===== config.mk =====
export PLATFORM = sky130hd
export DESIGN_NAME = mem_responder
export DESIGN_NICKNAME = d
export VERILOG_FILES = /design/src/rtl/mem_map_pkg.sv /design/src/rtl/tx_fifo.sv /design/src/rtl/mem_responder.sv
export SDC_FILE = /design/constraint.sdc
export NUM_CORES = 2
export LEC_CHECK = 0
export ABC_AREA = 0
export CAP_MARGIN = 20
export CELL_PAD_IN_SITES_DETAIL_PLACEMENT = 0
export CELL_PAD_IN_SITES_GLOBAL_PLACEMENT = 2
export CORE_ASPECT_RATIO = 0.6
export CORE_MARGIN = 2
export CORE_UTILIZATION = 50
export CTS_BUF_LIST = sky130_fd_sc_hd__clkbuf_2
export CTS_CLUSTER_SIZE = 25
export DETAILED_ROUTE_END_ITERATION = 6
export PLACE_DENSITY = 0.79
export SLEW_MARGIN = 15
export SYNTH_ARGS = -nofsm -noshare
export SYNTH_HDL_FRONTEND = slang
export SYNTH_SLANG_ARGS = --single-unit

===== constraint.sdc =====
create_clock -name clk -period 5.95 [get_ports clk]
set_input_delay 1.19 -clock clk [delete_from_list [all_inputs] [get_ports clk]]
set_output_delay 1.19 -clock clk [all_outputs]
set_load 0.01 [all_outputs]

===== src/rtl/mem_map_pkg.sv =====
// Shared address map, STATUS bit layout and FIFO sizing for the memory responder.
package mem_map_pkg;

  localparam logic [31:0] TXDATA_ADDR  = 32'h0000_1000;
  localparam logic [31:0] STATUS_ADDR  = 32'h0000_1004;
  localparam logic [31:0] TXCOUNT_ADDR = 32'h0000_1008;

  localparam int ST_FULL      = 0;
  localparam int ST_EMPTY     = 1;
  localparam int ST_BADADDR   = 2;
  localparam int ST_OVF       = 3;
  localparam int ST_COUNT_LSB = 4;
  localparam int ST_COUNT_MSB = 8;

  localparam int FIFO_DEPTH_DEFAULT = 8;

  // Word-aligned compare: byte offset bits are ignored by the decoder.
  function automatic logic word_match(input logic [31:0] a, input logic [31:0] b);
    return a[31:2] == b[31:2];
  endfunction

endpackage


===== src/rtl/tx_fifo.sv =====
// Show-ahead character FIFO with occupancy count; pop is ignored when empty,
// push is accepted when not full or when a pop frees a slot in the same cycle.
module tx_fifo
  import mem_map_pkg::*;
#(
  parameter int DEPTH  = FIFO_DEPTH_DEFAULT,
  parameter int DATA_W = 8
) (
  input  logic                         clk,
  input  logic                         rst,
  input  logic                         push,
  input  logic [DATA_W-1:0]            push_data,
  input  logic                         pop,
  output logic [DATA_W-1:0]            head,
  output logic                         full,
  output logic                         empty,
  output logic [$clog2(DEPTH+1)-1:0]   count
);

  localparam int PTR_W = $clog2(DEPTH);
  localparam int CNT_W = $clog2(DEPTH+1);

  logic [DATA_W-1:0] mem [DEPTH];
  logic [PTR_W-1:0]  wr_ptr;
  logic [PTR_W-1:0]  rd_ptr;
  logic              do_push;
  logic              do_pop;

  assign full    = (count == CNT_W'(DEPTH));
  assign empty   = (count == '0);
  assign do_pop  = pop & ~empty;
  assign do_push = push & (~full | do_pop);
  assign head    = empty ? '0 : mem[rd_ptr];

  // Storage array: written on accepted push, never reset.
  always_ff @(posedge clk) begin
    if (do_push) mem[wr_ptr] <= push_data;
  end

  // Pointers wrap naturally (power-of-two depth); count keeps full/empty unambiguous.
  always_ff @(posedge clk) begin
    if (rst) begin
      wr_ptr <= '0;
      rd_ptr <= '0;
      count  <= '0;
    end else begin
      if (do_push) wr_ptr <= wr_ptr + 1'b1;
      if (do_pop)  rd_ptr <= rd_ptr + 1'b1;
      case ({do_push, do_pop})
        2'b10:   count <= count + 1'b1;
        2'b01:   count <= count - 1'b1;
        default: count <= count;
      endcase
    end
  end

endmodule


===== src/rtl/mem_responder.sv =====
// CPU data-side responder: word RAM, TX character FIFO, STATUS and TXCOUNT
// registers, with sticky overflow and bad-address flags.
module mem_responder
  import mem_map_pkg::*;
#(
  parameter int N          = 6,
  parameter int FIFO_DEPTH = FIFO_DEPTH_DEFAULT
) (
  input  logic        clk,
  input  logic        rst,
  input  logic [31:0] Addr,
  input  logic [31:0] WriteData,
  input  logic        MemWrite,
  output logic [31:0] ReadData,
  output logic [7:0]  char_data,
  output logic        char_valid,
  input  logic        char_ready
);

  localparam int CNT_W = $clog2(FIFO_DEPTH+1);

  logic [31:0]      ram [1<<N];
  logic [N-1:0]     ram_idx;
  logic             ram_hit;
  logic             tx_hit;
  logic             st_hit;
  logic             cnt_hit;
  logic             unmapped;

  logic             fifo_full;
  logic             fifo_empty;
  logic [CNT_W-1:0] fifo_count;
  logic             push;
  logic             pop;
  logic             ovf_set;

  logic [15:0]      txcount;
  logic             ovf;
  logic             badaddr;
  logic [31:0]      status_word;

  assign ram_idx  = Addr[N+1:2];
  assign ram_hit  = (Addr[31:N+2] == '0);
  assign tx_hit   = word_match(Addr, TXDATA_ADDR);
  assign st_hit   = word_match(Addr, STATUS_ADDR);
  assign cnt_hit  = word_match(Addr, TXCOUNT_ADDR);
  assign unmapped = ~(ram_hit | tx_hit | st_hit | cnt_hit);

  assign char_valid = ~fifo_empty;
  assign pop        = char_valid & char_ready;
  assign push       = MemWrite & tx_hit;
  assign ovf_set    = push & fifo_full & ~pop;

  tx_fifo #(
    .DEPTH  (FIFO_DEPTH),
    .DATA_W (8)
  ) u_fifo (
    .clk       (clk),
    .rst       (rst),
    .push      (push),
    .push_data (WriteData[7:0]),
    .pop       (pop),
    .head      (char_data),
    .full      (fifo_full),
    .empty     (fifo_empty),
    .count     (fifo_count)
  );

  // Assemble the STATUS word from live FIFO state and the sticky flags.
  always_comb begin
    status_word                            = '0;
    status_word[ST_FULL]                   = fifo_full;
    status_word[ST_EMPTY]                  = fifo_empty;
    status_word[ST_BADADDR]                = badaddr;
    status_word[ST_OVF]                    = ovf;
    status_word[ST_COUNT_MSB:ST_COUNT_LSB] = 5'(fifo_count);
  end

  // Zero-latency load mux; TXDATA and unmapped addresses read as zero.
  always_comb begin
    ReadData = '0;
    if (ram_hit)      ReadData = ram[ram_idx];
    else if (st_hit)  ReadData = status_word;
    else if (cnt_hit) ReadData = {16'h0000, txcount};
  end

  // RAM store port; old data is visible to a same-cycle load.
  always_ff @(posedge clk) begin
    if (!rst && MemWrite && ram_hit) ram[ram_idx] <= WriteData;
  end

  // Pop counter and sticky flags; a TXCOUNT store clears, a coincident pop counts as one.
  always_ff @(posedge clk) begin
    if (rst) begin
      txcount <= '0;
      ovf     <= 1'b0;
      badaddr <= 1'b0;
    end else begin
      if (unmapped) badaddr <= 1'b1;
      if (ovf_set)  ovf     <= 1'b1;
      if (MemWrite && cnt_hit) txcount <= {15'h0000, pop};
      else if (pop)            txcount <= txcount + 16'd1;
    end
  end

endmodule

==> impl_table.tex <==
\begin{tabular}{lr}
\hline
Metric & Value \\
\hline
\multicolumn{2}{l}{\textbf{Status}} \\
Result of the run & finished, final reports clean \\
\multicolumn{2}{l}{\textbf{Clock network}} \\
Post-CTS Setup Repair Bufs & 0 \\
Number of buffers between clock root and the deepest sink & 4 \\
CTS tree & done \\
Buffer cell driving the clock tree root & clkbuf\_2 \\
Number of buffers created by CTS & 463 \\
Number of H-tree levels & 5 \\
Number of sinks driven by the clock tree & around 2.1k \\
Clock network latency to the later pin of the worst-skew pair & 1610 ps \\
Clk slew on worst S/H paths & 110 ps \\
\multicolumn{2}{l}{\textbf{STA}} \\
Final Max Slew Viols & 0 \\
Maximum operating frequency & 0.176 GHz \\
Setup repair after global routing missed its margin & no \\
Max\_slew headroom & a little over a fifth \\
Final period demand of the worst path & around 5700 ps \\
Final worst path period share & between 90 and 100\% \\
Number of hold violations in the final report & 0 \\
Clock skew after layout & between 100 and 150 ps \\
Actual slew at the worst max-slew pin & 1170 ps \\
Sum Neg Setup Slack & 0 ps \\
Final setup vio count & 0 \\
\multicolumn{2}{l}{\textbf{Floorplanning}} \\
Initial standard-cell utilization of the core & 50.3\% \\
Die H & 318 um \\
Full die area & 168000 sq um \\
Top-level port count & $\sim$110 \\
Horizontal die dimension & 528 um \\
Site row count & 115 \\
Std-Cell Core Area & 164000 sq um \\
\multicolumn{2}{l}{\textbf{Pwr}} \\
IR Drop Worst-Case VDD & approximately 0.19 mV \\
Overall power after layout & 26.9 mW \\
Net Sw Power & 6.43 mW \\
Pwr dens & between 200 and 300 nW/um\^{}2 \\
Sequential share of power & 61.6\% \\
Switch share & a little under a quarter \\
Proportion of power drawn by combinational gates & 5.1\% \\
Internal Dissipation & between 20 and 25 mW \\
Leakage power of the design & about 30 nW \\
Fraction of power consumed by the clock network & 33.3\% \\
\multicolumn{2}{l}{\textbf{Cells and area}} \\
Fraction of layout instances using a drive strength above 1 & 35.9\% \\
Number of nets in the layout & around 4.4k \\
Syn-to-layout area delta & 12.1\% \\
Multi-input gate area & 17900 sq um \\
Number of inserted filler cells in the final layout & 12.3k \\
Area of all sequential standard cells & 64000 sq um \\
\multicolumn{2}{l}{\textbf{Logic synthesis}} \\
Most instantiated flip-flop cell in the synthesis netlist & edfxtp\_1 \\
Number of synthesized register bits & 2143 \\
Avg Inst Size Synth & 22.1 sq um \\
Post-Synthesis Cells & 3724 \\
Proportion of synthesized flip-flops having asynchronous set or reset & 0\% \\
Share of the yosys chip area belonging to registers & 77.8\% \\
Number of synthesized flops with an enable pin & 2112 \\
Yosys warning total & 0 \\
Post-synth design cell area & approximately 82000 sq um \\
Unique masters post-synth & 57 \\
Number of nets produced by synthesis & 3798 \\
\multicolumn{2}{l}{\textbf{Routing}} \\
DRC violation count after routing & 0 \\
Detailed Routing Iterations Pass 1 & 5 \\
Average detailed-routed wire length per instance & 29.8 um \\
DR vias/cell & 6.05 \\
Number of vias after detailed routing & 41.6k \\
Post-detailed-routing wire length & 205 mm \\
1st-iter DRT viols & 5545 \\
Post-detailed-route count of antenna-violating nets & 0 \\
\multicolumn{2}{l}{\textbf{Critical path}} \\
Critical path start-end classification & in2out \\
Register-to-register path setup slack & about 3000 ps \\
Critical path launch point type & input port \\
Required time of the worst setup path & 4760 ps \\
Crit-path max FO & 40 \\
Arrival time worst endpoint & between 4000 and 5000 ps \\
Endpoint kind of the worst setup timing path & primary output \\
\multicolumn{2}{l}{\textbf{GRT}} \\
Congestion Overflow GR & 0 \\
Antenna violations before repair & 7 \\
Global-route wire length before repair & 294 mm \\
Maximum number of pins on one net before global-route repair & 73 \\
Number of global-route vias before repair & 41.4k \\
Total routing usage reported by global routing & roughly a quarter \\
\multicolumn{2}{l}{\textbf{Placed design}} \\
Placer's final routability congestion estimate & 0.802 \\
Estimated wirelength of the detail-placed design & 122 mm \\
Buffers on Ports & 106 \\
\multicolumn{2}{l}{\textbf{Hold path}} \\
Class of the worst hold path & in2reg \\
\multicolumn{2}{l}{\textbf{Job}} \\
Number of max-cap violations & 0 \\
\hline
\end{tabular}
[cells in the mapped netlist (5+ instances only)]
cell	n	share of area (%)
clkbuf_1	109	0.50
a22oi_1	72	0.66
nand2b_1	9	0.068
buf_1	25	0.11
or3_1	5	0.038
xor2_1	12	0.13
o22a_1	8	0.085
buf_2	70	0.43
a211oi_1	25	0.23
mux4_2	512	14
a31oi_1	8	0.061
a31o_2	9	0.096
edfxtp_1	2112	77
o2111ai_1	7	0.074
o221ai_1	23	0.24
ha_1	6	0.091
a21oi_1	80	0.49
dfxtp_1	31	0.75
mux2i_1	122	1.5
nor3_1	7	0.043
o32ai_1	16	0.17
mux2_2	71	0.97
o22ai_1	24	0.18
nor2b_1	11	0.084
o21ai_0	20	0.12
nand3_1	14	0.085
xnor2_1	9	0.096
nor2_1	174	0.79
nand2_1	80	0.36
nor4_1	10	0.076
[layer usage]
metal  GRT usage [%]  up-vias  wire [um]
li1                -    17300          -
met3            5.57      209      21100
met4            5.46        0       2790
met1            38.8    21800      91000
met5               0        -          0
met2            34.3     2252      89800
[placed cells by master (no fill, tap or decap), types with 24 or more instances in the layout]
master and count:
dfxtp_1 31, clkbuf_2 677, edfxtp_1 2112, clkinv_1 102, clkdlybuf4s50_1 68, mux4_2 512, o22ai_1 24, mux2i_1 122
mux2_2 71, a21oi_1 80, buf_4 239, nor2_1 108, nor2_4 64, nand2_1 80, buf_12 43, a22oi_1 72
a211oi_1 25
[cell families after synthesis]
| kind of cell | Yosys count | synth area share [%] |
|---|---|---|
| fa+ha+maj | 6 | 0.0912 |
| compound gates | 298 | 2.48 |
| buf+inv | 214 | 1.11 |
| simple gates | 337 | 1.82 |
| mux | 705 | 16.5 |
| flops | 2143 | 77.8 |
| xor+xnor | 21 | 0.223 |
[critical path: stages]
cell	delay, ps
buf_8	430
buf_4	400
mux4_2	540
a22oi_1	300
nand2_1	160
o2111ai_1	590
o221ai_1	250
clkdlybuf4s50_1	550
[sequential cells by signal, summed over array words and instances, names as in the netlist, named ones only]
| name | flops |
|---|---|
| badaddr | 1 |
| u_fifo.wr_ptr | 3 |
| txcount | 16 |
| ovf | 1 |
| u_fifo.mem | 64 |
| u_fifo.rd_ptr | 3 |
| ram | 2048 |
| u_fifo.count | 4 |
[power by group through the flow]
stage	logic (mW)	registers [mW]	clock network, mW
final	1.36	16.5	8.94
after global routing	1.45	16.6	9.93
after CTS	1.37	16.6	9.19
after detailed placement	1.37	16.9	0
after global placement	1.35	16.9	0
after floorplan	0.703	16.9	0
[path summary, 6_finish.rpt]
check / start / to / depth (start not counted)
worst max-delay path: Addr[2] / ReadData[9] / 8
worst min-delay path: WriteData[26] / ram[10][26] / 1
worst max register to register: u_fifo.count[0] / u_fifo.count[2] / 11
worst min register to register: u_fifo.rd_ptr[1] / register / 2
[metrics by stage]
stage / setup WS [ps] / cells / utilization, % / hold slack (ps) / area (sq um)
6_report: 272 / 6870 / 56.4 / 141 / 92300
5_1_grt: 207 / 6870 / 56.4 / -20.0 / 92300
4_1_cts: 197 / 6863 / 56.3 / 32.3 / 92200
3_5_place_dp: 283 / 6055 / 53.8 / 468 / 88100
3_3_place_gp: 277 / 6055 / 53.8 / 462 / 88100
2_1_floorplan: 1340 / 3724 / - / 437 / 82300
[repair_timing]
item / 4_1_cts / 5_1_grt
endpoints found under the hold margin: 0 / 9
hold buffers: 0 / 3
gates resized for setup: 0 / 0
setup endpoints to repair: 0 / 0
[area by class of cell]
type / count / area share [%]
multi-input cells: 1367 / 19.3
diodes: 4 / 0.0108
inverters: 6 / 0.0244
flip-flops and latches: 2143 / 69.4
repair buffers: 378 / 3.82
well taps: 2164 / 2.93
clock buffers: 677 / 3.67
clock inverters: 131 / 0.801
(Power assumes the default switching activity.)
